===== src/rtl/icc_pkg.sv =====
// Shared definitions for the inter-chassis TX lane scheduler.
//   K_COMMA / K_ALIGNREQ : K-words placed on the 16-bit lane (K28.5 in the low byte)
//   K_ISK                : charisk value for those K-words
//   ACTW / MSGBYTES      : action code width and bytes per message
//   icc_txst_t           : scheduler state
//   msg_word()           : frames one message byte as {action, index, byte}
package icc_pkg;

  localparam logic [15:0] K_COMMA    = 16'h00BC;
  localparam logic [15:0] K_ALIGNREQ = 16'h01BC;
  localparam logic [1:0]  K_ISK      = 2'b01;
  localparam int          ACTW       = 5;
  localparam int          MSGBYTES   = 8;

  typedef enum logic [1:0] {IDLE, SEND, CC} icc_txst_t;

  // Byte idx of the message, counted from the most significant byte.
  function automatic logic [15:0] msg_word(input logic [ACTW-1:0]       act,
                                           input logic [2:0]            idx,
                                           input logic [8*MSGBYTES-1:0] msg);
    logic [2:0] sel;
    sel = 3'd7 - idx;
    return {act, idx, msg[{sel, 3'b000} +: 8]};
  endfunction

endpackage


===== src/rtl/icc_rr_arb.sv =====
// Combinational round-robin picker.
//   req    in  NREQ  pending requests
//   rr_ptr in  PW    last requester served; search starts at rr_ptr+1 mod NREQ
//   grant  out NREQ  one-hot winner (all zero when nothing is requested)
//   index  out PW    binary index of the winner
module icc_rr_arb #(
  parameter int NREQ = 4,
  parameter int PW   = $clog2(NREQ)
) (
  input  logic [NREQ-1:0] req,
  input  logic [PW-1:0]   rr_ptr,
  output logic [NREQ-1:0] grant,
  output logic [PW-1:0]   index
);

  always_comb begin
    int          j;
    logic [PW-1:0] jj;
    logic        found;
    grant = '0;
    index = '0;
    found = 1'b0;
    j     = 0;
    jj    = '0;
    for (int k = 1; k <= NREQ; k++) begin
      j = int'(rr_ptr) + k;
      if (j >= NREQ) j = j - NREQ;
      jj = PW'(j);
      if (!found && req[jj]) begin
        found     = 1'b1;
        grant[jj] = 1'b1;
        index     = jj;
      end
    end
  end

endmodule


===== src/rtl/icc_tx_sched.sv =====
// Scheduler for the 16-bit GT inter-chassis TX lane. Shares the lane between
// NREQ message requesters, frames 8-byte messages as {action,index,byte}
// words, and fills every other cycle with alignment requests, commas and
// periodic clock-correction comma bursts. All outputs are registered.
//   txclk           in   GT TX user clock
//   reset_n         in   asynchronous active-low reset
//   rxbyteisaligned in   local RX byte-aligned (txclk domain)
//   alignrequest    in   peer requests commas (txclk domain)
//   req             in   per-requester message pending, held until done
//   action          in   per-requester 5-bit action, slice [5i+:5]
//   msgdata         in   per-requester 64-bit message, slice [64i+:64], MSB byte first
//   gnt             out  pulse with byte 0 of message i on txdata
//   done            out  pulse with byte 7 of message i on txdata
//   txdata          out  to gticc.txdata
//   txcharisk       out  to gticc.txcharisk
//   busy            out  message in flight
module icc_tx_sched
  import icc_pkg::*;
#(
  parameter int NREQ     = 4,
  parameter int CCPERIOD = 4096,
  parameter int CCLEN    = 2
) (
  input  logic                 txclk,
  input  logic                 reset_n,
  input  logic                 rxbyteisaligned,
  input  logic                 alignrequest,
  input  logic [NREQ-1:0]      req,
  input  logic [NREQ*ACTW-1:0] action,
  input  logic [NREQ*64-1:0]   msgdata,
  output logic [NREQ-1:0]      gnt,
  output logic [NREQ-1:0]      done,
  output logic [15:0]          txdata,
  output logic [1:0]           txcharisk,
  output logic                 busy
);

  localparam int PW  = $clog2(NREQ);
  localparam int CCW = $clog2(CCPERIOD);
  localparam int CLW = $clog2(CCLEN) + 1;

  icc_txst_t        state_q, state_d;
  logic [2:0]       idx_q, idx_d;
  logic [PW-1:0]    cur_q, cur_d;
  logic [NREQ-1:0]  cur_oh_q, cur_oh_d;
  logic [PW-1:0]    rr_ptr_q, rr_ptr_d;
  logic [CCW-1:0]   cc_cnt_q, cc_cnt_d;
  logic             cc_pend_q, cc_pend_d;
  logic [CLW-1:0]   ccw_q, ccw_d;
  logic [15:0]      txdata_q, txdata_d;
  logic [1:0]       txcharisk_q, txcharisk_d;
  logic [NREQ-1:0]  gnt_q, gnt_d;
  logic [NREQ-1:0]  done_q, done_d;
  logic             busy_q, busy_d;
  logic [ACTW-1:0]  act_q, act_d;
  logic [63:0]      msg_q, msg_d;

  logic [NREQ-1:0]  arb_grant;
  logic [PW-1:0]    arb_idx;
  logic [ACTW-1:0]  act_arr [NREQ];
  logic [63:0]      msg_arr [NREQ];
  logic             cc_wrap;
  logic             cc_due;

  icc_rr_arb #(.NREQ(NREQ), .PW(PW)) u_arb (
    .req    (req),
    .rr_ptr (rr_ptr_q),
    .grant  (arb_grant),
    .index  (arb_idx)
  );

  always_comb begin
    for (int i = 0; i < NREQ; i++) begin
      act_arr[i] = action[ACTW*i +: ACTW];
      msg_arr[i] = msgdata[64*i +: 64];
    end
  end

  // The wrap cycle itself already counts as pending so that a burst falling
  // due in the same cycle as a request takes precedence over it.
  assign cc_wrap  = (cc_cnt_q == CCW'(CCPERIOD - 1));
  assign cc_due   = cc_pend_q | cc_wrap;
  assign cc_cnt_d = cc_wrap ? '0 : cc_cnt_q + 1'b1;

  always_comb begin
    state_d     = state_q;
    idx_d       = idx_q;
    cur_d       = cur_q;
    cur_oh_d    = cur_oh_q;
    rr_ptr_d    = rr_ptr_q;
    ccw_d       = ccw_q;
    cc_pend_d   = cc_pend_q | cc_wrap;
    act_d       = act_q;
    msg_d       = msg_q;
    gnt_d       = '0;
    done_d      = '0;
    txdata_d    = rxbyteisaligned ? K_COMMA : K_ALIGNREQ;
    txcharisk_d = K_ISK;

    case (state_q)
      // The cycle that latches a message still emits a comma, which keeps
      // at least one comma between consecutive messages.
      IDLE: begin
        if (rxbyteisaligned && !alignrequest) begin
          if (cc_due) begin
            state_d = CC;
            ccw_d   = '0;
          end else if (|req) begin
            state_d  = SEND;
            idx_d    = 3'd0;
            cur_d    = arb_idx;
            cur_oh_d = arb_grant;
            act_d    = act_arr[arb_idx];
            msg_d    = msg_arr[arb_idx];
          end
        end
      end

      // Misalignment aborts without done and without moving rr_ptr, so the
      // same requester is served again from byte 0. alignrequest only holds idx.
      SEND: begin
        if (!rxbyteisaligned) begin
          state_d = IDLE;
        end else if (!alignrequest) begin
          txdata_d    = msg_word(act_q, idx_q, msg_q);
          txcharisk_d = 2'b00;
          if (idx_q == 3'd0) gnt_d = cur_oh_q;
          if (idx_q == 3'd7) begin
            done_d   = cur_oh_q;
            rr_ptr_d = cur_q;
            state_d  = IDLE;
          end else begin
            idx_d = idx_q + 3'd1;
          end
        end
      end

      CC: begin
        if (!rxbyteisaligned) begin
          state_d = IDLE;
        end else if (ccw_q == CLW'(CCLEN - 1)) begin
          state_d   = IDLE;
          cc_pend_d = cc_wrap;
        end else begin
          ccw_d = ccw_q + 1'b1;
        end
      end

      default: state_d = IDLE;
    endcase

    busy_d = (state_d == SEND);
  end

  always_ff @(posedge txclk or negedge reset_n) begin
    if (!reset_n) begin
      state_q     <= IDLE;
      idx_q       <= '0;
      cur_q       <= '0;
      cur_oh_q    <= '0;
      rr_ptr_q    <= PW'(NREQ - 1);
      cc_cnt_q    <= '0;
      cc_pend_q   <= 1'b0;
      ccw_q       <= '0;
      txdata_q    <= K_ALIGNREQ;
      txcharisk_q <= K_ISK;
      gnt_q       <= '0;
      done_q      <= '0;
      busy_q      <= 1'b0;
    end else begin
      state_q     <= state_d;
      idx_q       <= idx_d;
      cur_q       <= cur_d;
      cur_oh_q    <= cur_oh_d;
      rr_ptr_q    <= rr_ptr_d;
      cc_cnt_q    <= cc_cnt_d;
      cc_pend_q   <= cc_pend_d;
      ccw_q       <= ccw_d;
      txdata_q    <= txdata_d;
      txcharisk_q <= txcharisk_d;
      gnt_q       <= gnt_d;
      done_q      <= done_d;
      busy_q      <= busy_d;
    end
  end

  always_ff @(posedge txclk) begin
    act_q <= act_d;
    msg_q <= msg_d;
  end

  assign txdata    = txdata_q;
  assign txcharisk = txcharisk_q;
  assign gnt       = gnt_q;
  assign done      = done_q;
  assign busy      = busy_q;

endmodule

===== config.mk =====
export PLATFORM = sky130hd
export DESIGN_NAME = icc_tx_sched
export DESIGN_NICKNAME = d
export VERILOG_FILES = /design/src/rtl/icc_pkg.sv /design/src/rtl/icc_rr_arb.sv /design/src/rtl/icc_tx_sched.sv
export SDC_FILE = /design/constraint.sdc
export NUM_CORES = 1
export LEC_CHECK = 0
export BUFFER_PORTS_ARGS = -buffer_cell sky130_fd_sc_hd__buf_2
export CORE_MARGIN = 2
export CORE_UTILIZATION = 44
export CTS_BUF_LIST = sky130_fd_sc_hd__clkbuf_16
export CTS_CLUSTER_SIZE = 30
export DETAILED_ROUTE_END_ITERATION = 16
export MAX_ROUTING_LAYER = met4
export PLACE_DENSITY = 0.74
export SKIP_LAST_GASP = 1
export SYNTH_ARGS = -nofsm -noshare
export SYNTH_HDL_FRONTEND = slang
export SYNTH_SLANG_ARGS = --single-unit

===== constraint.sdc =====
create_clock -name txclk -period 3.6 [get_ports txclk]
set_input_delay 0.54 -clock txclk [delete_from_list [all_inputs] [get_ports txclk]]
set_output_delay 0.54 -clock txclk [all_outputs]
set_load 0.01 [all_outputs]

== Yosys cells after proc, flatten, opt, wreduce, memory -nomap -nowiden ==
Cells that the tools add are included.
Widths: inputs -> output; s select.
Cells by class
  add/sub/neg operators: 12
  magnitude comparators: 13
  eq/ne operators: 15
  shift operators: 1
  muxes and demuxes: 77
  bitwise logic cells: 7
  reductions and logical operators: 21
Operator list (count)
  $bmux 64 s2: 1
  $mux 64: 2
  $shiftx 64x7->8: 1
  $mux 16: 3
  $mux 4: 12
  $mux 2: 20
  $mux 3: 6
  $ne 2x2->1 const B: 9
  $mux 1: 17
  $add 12x1->12 const B: 1
  $eq 12x12->1 const B: 1
  $ge 3x3->1 const B: 4
  $lt 2x3->1 const B: 4
  $mux 12: 1
  $or 4x4->4: 3
  $bmux 5 s2: 1
  $mux 5: 2
  $mux 9: 1
  $bmux 1 s2: 4
  $demux 1 s2: 4
  $ge 2x1->1 const B: 4
  $logic_and 1x1->1: 8
  $reduce_and 4->1: 2
  $sub 2x1->2 const B: 4
  23 further kinds: 31
Storage, ports and cells
  flip-flop bits (word level): 124
  output and inout bits: 27
  word-level logic and storage cells: 161

== Depth between registers and ports, before layout ==
Gate-level depths: netlist of the first run.
  word-level depth: 19
  mapped depth: 12
  depth with buffers taken out: 8

== Cells and area by module ==
From an unflattened synthesis of the first run, not the netlist that was laid out.
Unflattened totals
  cells, all modules: 408
  area, all modules: 6852.8 µm²
By module, submodules not included
  icc_tx_sched: instances 1, cells an instance 349, area each 6362.4 µm²
  icc_rr_arb: instances 1, cells an instance 59, area each 490.5 µm²

== Worst setup path after synthesis of the first run ==
Ideal clock, no wire load.
  path kind: register to register
  start point: register cc_cnt_q[0]
  end point: register act_q[0], enable pin
  arrival time: 2.912 ns
  required time: 3.177 ns
  path slack: 0.265 ns
  stages on the path, launching flop included: 8
  path through: dfrtp_1 > ha_1 > and4_1 > nand2_1 > nor2_1 > nor4_1 > nand2_1 > inv_1
Between the ends
  cells in the longest elaborated chain, start to end: 4
RTL lines
  start, declared: line icc_tx_sched.sv:47  | logic [CCW-1:0] cc_cnt_q, cc_cnt_d;
  start signal, assigned: line icc_tx_sched.sv:176  | cc_cnt_q <= cc_cnt_d;
  $eq 12x12->1: line icc_tx_sched.sv:81  | assign cc_wrap = (cc_cnt_q == CCW'(CCPERIOD - 1));
  $or 1x1->1: line icc_tx_sched.sv:82  | assign cc_due = cc_pend_q | cc_wrap;
  $not 1->1 (no source line)
  $reduce_and 4->1 (no source line)
  end signal, assigned: line icc_tx_sched.sv:188  | act_q <= act_d;
  end, declared: line icc_tx_sched.sv:55  | logic [ACTW-1:0] act_q, act_d;
Every way passes these cells.
A chain may end at the register's enable or synchronous reset.

== Worst setup path after layout of the first run ==
  start point: register rr_ptr_q[1]
  end point: register msg_q[4] (data pin)
Between the ends
  cells in the longest elaborated chain, start to end: 19
  elaborated cells between the ends (all ways): 41
RTL lines
  start, declared: line icc_tx_sched.sv:46  | logic [PW-1:0] rr_ptr_q, rr_ptr_d;
  start signal, assigned: line icc_tx_sched.sv:161  | rr_ptr_q <= PW'(NREQ - 1);
  start signal, assigned: line icc_tx_sched.sv:175  | rr_ptr_q <= rr_ptr_d;
  $add 2x1->3: line icc_rr_arb.sv:26  | j = int'(rr_ptr) + k;
  $ge 3x3->1 / $sub 2x1->2 (equally long branches): line icc_rr_arb.sv:27  | if (j >= NREQ) j = j - NREQ;
  $mux 2: line icc_rr_arb.sv:27
  $bmux 1 s2: line icc_rr_arb.sv:29  | if (!found && req[jj]) begin
  $mux 1 (not written as such): line icc_rr_arb.sv:29
  $mux 1: line icc_rr_arb.sv:29
  $logic_not 1->1: line icc_rr_arb.sv:29
  $logic_and 1x1->1: line icc_rr_arb.sv:29
  (+2 left out)
  $logic_and 1x1->1: line icc_rr_arb.sv:29
  $mux 1: line icc_rr_arb.sv:29
  $logic_not 1->1: line icc_rr_arb.sv:29
  $logic_and 1x1->1: line icc_rr_arb.sv:29
  $mux 2 (*): line icc_rr_arb.sv:29
  $not 2->3 (not written as such) (*): line icc_tx_sched.sv:114  | msg_d = msg_arr[arb_idx];
  $bmux 64 s2 (*): line icc_tx_sched.sv:114
  $mux 64 (not written as such) (*) (2 in a row): line icc_tx_sched.sv:114
  end signal, assigned: line icc_tx_sched.sv:189  | msg_q <= msg_d;
  end, declared: line icc_tx_sched.sv:56  | logic [63:0] msg_q, msg_d;
Mark *: on every way between the ends. The rest lies on a longest branch, timed or not. The select of a mux whose other input is x is not followed.

==> metrics, run 1 <==
outcome=finished clean; cells after synthesis=536; Async SR Flop Fraction=43.9%; CTS buffer count=17; clk_lat worst skew=0.42 ns; Die Span Y=about 130 um; # hold bufs at CTS=0; Fin Setup TNS=0 ns; area grow syn2layout=32.2%; Max Fclk=298 MHz; CP Launch Type=flip-flop; multi-input logic area=3560 um^2; crit path cell chain=inv_1 > ha_1 > mux4_2 > o21ai_1 > o31a_2 > buf_12 > buf_12 > mux2i_1 > mux2i_1; top cell type's share of synthesized area=29.8%; register-to-register setup slack=0.24 ns; Cell Rows=46; CP Data Arrival Time=between 3 and 4 ns; ranking of synthesized cells by area=mux2i_1 (30%), edfxtp_1 (29%), dfrtp_1 (16%); Critical Path RT=3.76 ns; CTS H-tree depth=4; Crit Reg-Reg Endpoint=msg_q[4]$_DFFE_PP_; Post-DP Area=approximately 9000 um^2; Crit path depth=9; max-slew violation total from the final report=0; RSZ-0062 raised after global routing=no; fill count=around 1,400; # nets final=1,143; Post-CTS Setup Inserts=0; CTS tree=built; Worst slew margin=between 30% and 40%; Post-synth EDFFs=69; io pins=311; die width=132 um; vias in the first global route=approximately 5,800; crit path buf inv count=3; Initial Util=45.3%; Root Buffer=clkbuf_16; clock skew=roughly 0.011 ns; synthesized area per cell=approximately 14 um^2; initial antenna violation count=5; worst setup path start=rr_ptr_q[1]$_DFFE_PN1P_; core area=16,000 um^2; Crit path max-delay family=multiplexers; Hold/Removal Path Class=input pin to asynchronous set/reset pin; Global Route Usage Sum=approximately 23%; syn nets=833; #FFs+latches synth=between 100 and 150; Synth Flop Type=edfxtp_1; maximum vdd drop=0.357 mV; Cell Pwr Density=402 nW/um^2; Avg WL per Cell=17.9 um; IO buf count=309; share of post-route cells with drive strength above 1=a little under half; Synth area leader=mux2i_1; kind of end point of the critical path=flip-flop; Synth cell types=47; clk buf depth=2; mapped cell area=roughly 7200 um^2; die area=17,500 um^2; Resized cells post-CTS=0; reported max-cap violation count=0; Hold Vio Cnt, Final=0; largest net degree at the start of global routing=49; setup violators final=0; max incr delay on CP=0.67 ns; routability cong.=roughly 0.86; Synthesis Warnings=0; Leak=0.00451 uW; Reg2Reg Depth=9; CP max stage cell=dfstp_2; first-pass GRT wire length=30.1 mm; worst flop-to-flop path startpoint=rr_ptr_q[1]$_DFFE_PN1P_; Critical Setup Path Class=flip-flop to flip-flop; time the worst path needs with I/O delays and setup=3.36 ns; post-route cell area=9580 um^2; Post-Route WL=between 15 and 20 mm; DRC Markers=0; first drt pass iteration count=4; sequential fraction of the synthesis area=47.4%; via/cell ratio=5.09; Critical Path Sink=msg_q[4]$_DFFE_PP_; DR vias=5,495; Detailed Place HPWL=~15 mm; DRT iter0 DRCs=262; Tot Pwr=slightly below 4000 uW; Clock transition at path regs=0.05 ns; CTS sink cnt=123; Sequential Area=between 3000 and 4000 um^2; final period utilization=93.3%; Worst-Margin Slew=1.03 ns; total gr overflow=0; antenna viol nets, final=0; maximum fanout along the worst path=26
==> cell type report <==
cell class              count  share of cell area, %
diodes                      5                  0.131
clock buffers              19                   4.96
clock inverters            13                  0.770
inverters                   8                  0.313
multi-input cells         372                   37.2
flip-flops and latches    123                   35.8
well taps                 216                   2.82
repair buffers            324                   18.0
==> metrics by stage <==
| step | setup WS (ns) | cells | hold WS (ns) | utilization, % |
|---|---|---|---|---|
| after floorplan | 0.265 | 536 | 0.244 | - |
| after global routing | 0.0511 | 1080 | 0.118 | 59.9 |
| after detailed placement | 0.222 | 1043 | 0.460 | 56.4 |
| after CTS | 0.219 | 1075 | 0.0859 | 59.8 |
| after global placement | 0.287 | 1043 | 0.455 | 56.4 |
| final | 0.243 | 1080 | 0.0891 | 59.9 |
==> worst min path at each step <==
stage                           endpoint  slack [ns]  depth (start not counted)
floorplan                 busy$_DFF_PN0_        0.24                          0
global placement    txdata[15]$_DFF_PN0_        0.46                          1
detailed placement  txdata[12]$_DFF_PN0_        0.46                          1
CTS                  cc_pend_q$_DFF_PN0_        0.09                          1
global route        txdata[10]$_DFF_PN0_        0.12                          1
finish                  gnt[1]$_DFF_PN0_        0.09                          1
==> power by group <==
group	internal (uW)	switching [uW]
registers	1590	36.7
clock network	950	607
logic	358	310
total	2900	953
==> metal layers <==
layer	GRT usage (%)	wire length (um)
met1	26.5	7780
met5	-	0
met4	10.3	450
met3	4.19	862
met2	39.8	10200
==> cell usage in the layout (no fill, tap or decap), types with 2 or more instances in the layout <==
cell / count
ha_1: 13
nand3_1: 9
clkinv_2: 4
diode_2: 5
o21ai_0: 4
mux2_2: 7
nand2_1: 16
xor2_1: 4
nand2b_1: 2
and2_1: 5
nor2_1: 17
buf_2: 309
nor3b_1: 2
and3_1: 10
o21ai_1: 6
mux4_2: 20
and4_1: 2
buf_12: 5
inv_2: 4
a22o_1: 2
xnor2_1: 5
inv_4: 2
a22oi_1: 8
clkinv_4: 2
a21oi_1: 2
buf_4: 10
mux2i_1: 216
dfrtp_1: 45
clkbuf_16: 19
nor2b_1: 5
inv_1: 8
dfstp_2: 9
edfxtp_1: 69
==> state kept, by name (all words and copies together) (netlist names), 3 cells and up <==
name,cells
act_q,5
cc_cnt_q,12
cur_oh_q,4
done,4
gnt,4
idx_q,3
msg_q,64
txdata,16
==> logic make-up after synthesis <==
kind of cell	Yosys count	share of synthesized area (%)
buffers and inverters	41	3.69
xor gates and xnor gates	9	1.09
muxes	243	37.1
other	1	0.0517
and+or+nand+nor	76	5.61
AOI/OAI and AO/OA	30	2.78
adders and majority gates	13	2.24
DFF	123	47.4
==> cells in the mapped netlist (2+ instances only) <==
| cell | number |
|---|---|
| nand2_1 | 16 |
| nor2b_1 | 5 |
| nand2b_1 | 2 |
| a22o_1 | 2 |
| xnor2_1 | 5 |
| dfrtp_1 | 45 |
| mux4_2 | 20 |
| mux2_2 | 7 |
| clkbuf_1 | 11 |
| buf_1 | 3 |
| mux2i_1 | 216 |
| dfstp_2 | 9 |
| ha_1 | 13 |
| nor2_1 | 17 |
| a21oi_1 | 2 |
| buf_2 | 4 |
| o21ai_1 | 6 |
| nand3_1 | 9 |
| and4_1 | 2 |
| xor2_1 | 4 |
| buf_6 | 14 |
| and3_1 | 10 |
| inv_2 | 2 |
| nor3b_1 | 2 |
| inv_1 | 6 |
| o21ai_0 | 4 |
| edfxtp_1 | 69 |
| a22oi_1 | 8 |
| and2_1 | 5 |
Power figures use the tool's default switching activity.
==> run 2, diff against run 1 <==
ABC_AREA = 1   (was unset)
CORE_UTILIZATION = 45   (was 44)
==> metrics, run 2 <==
syn nets=1,433 (was 833); largest net degree at the start of global routing=140 (was 49); max-slew violation total from the final report=0 (unchanged); Initial Util=46.2% (was 45.3%); Synth Flop Type=edfxtp_1 (unchanged); Global Route Usage Sum=25.6% (was 23.2%); total gr overflow=0 (unchanged); Post-Route WL=23.7 mm (was 19.3 mm); # diodes=0 (was 5); Post-DP Area=9550 um^2 (was 9020 um^2); first drt pass iteration count=5 (was 4); DRT iter0 DRCs=604 (was 262); Post-synth top cells=nand2_1 (549), nand3_1 (149), edfxtp_1 (69) (was mux2i_1 (216), edfxtp_1 (69), dfrtp_1 (45)); kind of end point of the critical path=flip-flop (unchanged); Cell Rows=48 (was 46); reported max-cap violation count=0 (unchanged); most frequent cells in the layout=nand2_1 (549), buf_2 (309), nand3_1 (149) (was buf_2 (309), mux2i_1 (216), edfxtp_1 (69)); post-route cell area=10,200 um^2 (was 9580 um^2); commonest non-fill, non-tap cell in the layout=nand2_1 (was buf_2); top cell type's share of synthesized area=25.9% (was 29.8%); worst flop-to-flop path startpoint=rr_ptr_q[0]$_DFFE_PN1P_ (was rr_ptr_q[1]$_DFFE_PN1P_); DR vias=8,317 (was 5,495); clk buf depth=2 (unchanged); Largest Register=msg_q (unchanged); Hold/Removal Path Class=input pin to asynchronous set/reset pin (unchanged); routability cong.=0.854 (was 0.859); CTS sink cnt=123 (unchanged); Tot Pwr=4650 uW (was 3850 uW); die area=18,800 um^2 (was 17,500 um^2); fill count=1,646 (was 1,359); Hold Vio Cnt, Final=0 (unchanged); max FFs per register=64 (unchanged); Critical Setup Path Class=flip-flop to flip-flop (unchanged); Synth cell types=40 (was 47); CP Launch Type=flip-flop (unchanged); max incr delay on CP=0.69 ns (was 0.67 ns); crit path cell chain=inv_4 > ha_1 > inv_2 > nand3_2 > nand2_4 > nor2_2 > nand4_1 > nand2_4 > buf_12 > nand2_1 > nand2_1 > nand2_1 > nand2_1 (was inv_1 > ha_1 > mux4_2 > o21ai_1 > o31a_2 > buf_12 > buf_12 > mux2i_1 > mux2i_1); mapped cell area=7990 um^2 (was 7250 um^2); sequential fraction of the synthesis area=43.0% (was 47.4%); worst setup path start=rr_ptr_q[0]$_DFFE_PN1P_ (was rr_ptr_q[1]$_DFFE_PN1P_); via/cell ratio=5.06 (was 5.09); Detailed Place HPWL=17.2 mm (was 15.2 mm); Avg WL per Cell=14.4 um (was 17.9 um); vias in the first global route=7,464 (was 5,757); Die Span Y=137 um (was 132 um); Max Fclk=330 MHz (was 298 MHz); Resized cells post-CTS=0 (unchanged); setup violators final=0 (unchanged); die width=137 um (was 132 um); cells after synthesis=1,136 (was 536); time the worst path needs with I/O delays and setup=3.03 ns (was 3.36 ns); Root Buffer=clkbuf_16 (unchanged); Post-synth EDFFs=69 (unchanged); clk_lat worst skew=0.41 ns (was 0.42 ns); clock skew=0.00930 ns (was 0.0110 ns); CTS tree=built (unchanged); # nets final=1,702 (was 1,143); IO buf count=309 (unchanged); initial antenna violation count=1 (was 5); maximum vdd drop=0.479 mV (was 0.357 mV); Worst-Margin Slew=1.07 ns (was 1.03 ns); maximum fanout along the worst path=139 (was 26); area grow syn2layout=27.5% (was 32.2%); Post-CTS Setup Inserts=0 (unchanged); top-count cell post-synth=nand2_1 (was mux2i_1); share of post-route cells with drive strength above 1=26.6% (was 46.0%); antenna viol nets, final=0 (unchanged); Synth area leader=edfxtp_1 (was mux2i_1); Cell Pwr Density=457 nW/um^2 (was 402 nW/um^2); io pins=311 (unchanged); Leak=0.00558 uW (was 0.00451 uW); first-pass GRT wire length=36.5 mm (was 30.1 mm); CTS H-tree depth=4 (unchanged); Critical Path RT=3.87 ns (was 3.76 ns); outcome=finished clean (unchanged); synthesized area per cell=7.03 um^2 (was 13.5 um^2); RSZ-0062 raised after global routing=no (unchanged); Worst path most repeated cell=nand2_1; Clock transition at path regs=0.06 ns (was 0.05 ns); #FFs+latches synth=123 (unchanged); ranking of synthesized cells by area=edfxtp_1 (26%), nand2_1 (26%), dfrtp_1 (14%) (was mux2i_1 (30%), edfxtp_1 (29%), dfrtp_1 (16%)); Fin Setup TNS=0 ns (unchanged); Worst slew margin=28.3% (was 31.2%); core area=17,300 um^2 (was 16,000 um^2); # hold bufs at CTS=0 (unchanged); CTS buffer count=17 (unchanged); DRC Markers=0 (unchanged); Synthesis Warnings=0 (unchanged); final period utilization=84.1% (was 93.3%); Async SR Flop Fraction=43.9% (unchanged); CP Data Arrival Time=3.30 ns (was 3.51 ns); CP max stage cell=dfstp_2 (unchanged)
run 2: final timing paths:
check / endpoint / slack [ns] / cells past startpoint
max reg2reg: msg_q[40]$_DFFE_PP_ / 0.57 / 13
max in group asynchronous: txdata[3]$_DFF_PN1_ / 2.78 / 2
min reg2reg: txdata[15]$_DFF_PN0_ / 0.47 / 2
min in group txclk: txdata[8]$_DFF_PN1_ / 0.33 / 2
min: txdata[11]$_DFF_PN0_ / 0.11 / 1
max: msg_q[40]$_DFFE_PP_ / 0.57 / 13
run 2: layout make-up:
| cell class | count | area, um^2 | share of cell area [%] |
|---|---|---|---|
| inverters | 53 | 201 | 1.98 |
| flip-flops and latches | 123 | 3430 | 33.7 |
| clock buffers | 17 | 425 | 4.18 |
| clock inverters | 15 | 208 | 2.04 |
| well taps | 225 | 282 | 2.77 |
| multi-input cells | 888 | 3940 | 38.7 |
| repair buffers | 322 | 1690 | 16.6 |
run 2: worst max-delay path: cells and delay by family, from the launching register on:
kind | cells | cell delay [ns]
simple gates | 9 | 1.11
flops | 1 | 0.69
fa+ha+maj | 1 | 0.41
buf+inv | 3 | 0.54
run 2: kinds of logic after synthesis:
group                      synth area share (%)
AOI/OAI and AO/OA                          6.33
and+or+nand+nor                            40.0
DFF                                        43.0
buffers and inverters                      7.93
xor gates and xnor gates                  0.658
adders and majority gates                  2.04
other                                    0.0470
run 2: stage by stage:
step	util, %	setup WS, ns	instances	hold WS [ns]
detailed placement	55.2	0.643	1611	0.460
finish	58.9	0.573	1643	0.115
floorplan	-	1.04	1136	0.244
global route	58.9	0.353	1643	0.142
CTS	58.9	0.613	1643	0.115
global placement	55.2	0.665	1611	0.450
run 2: metal layers:
layer | track usage (%) | vias up | routed length, um
li1 | - | 4195 | -
met1 | 31.6 | 3787 | 9960
met2 | 43.7 | 294 | 12100
met3 | 3.42 | 41 | 1170
met4 | 8.30 | 0 | 557
met5 | - | - | 0
run 2: power breakdown:
part,switching [uW],total [uW],internal [uW]
Clock,607,1820,1220
Sequential,90.7,1780,1690
Combinational,665,1050,381
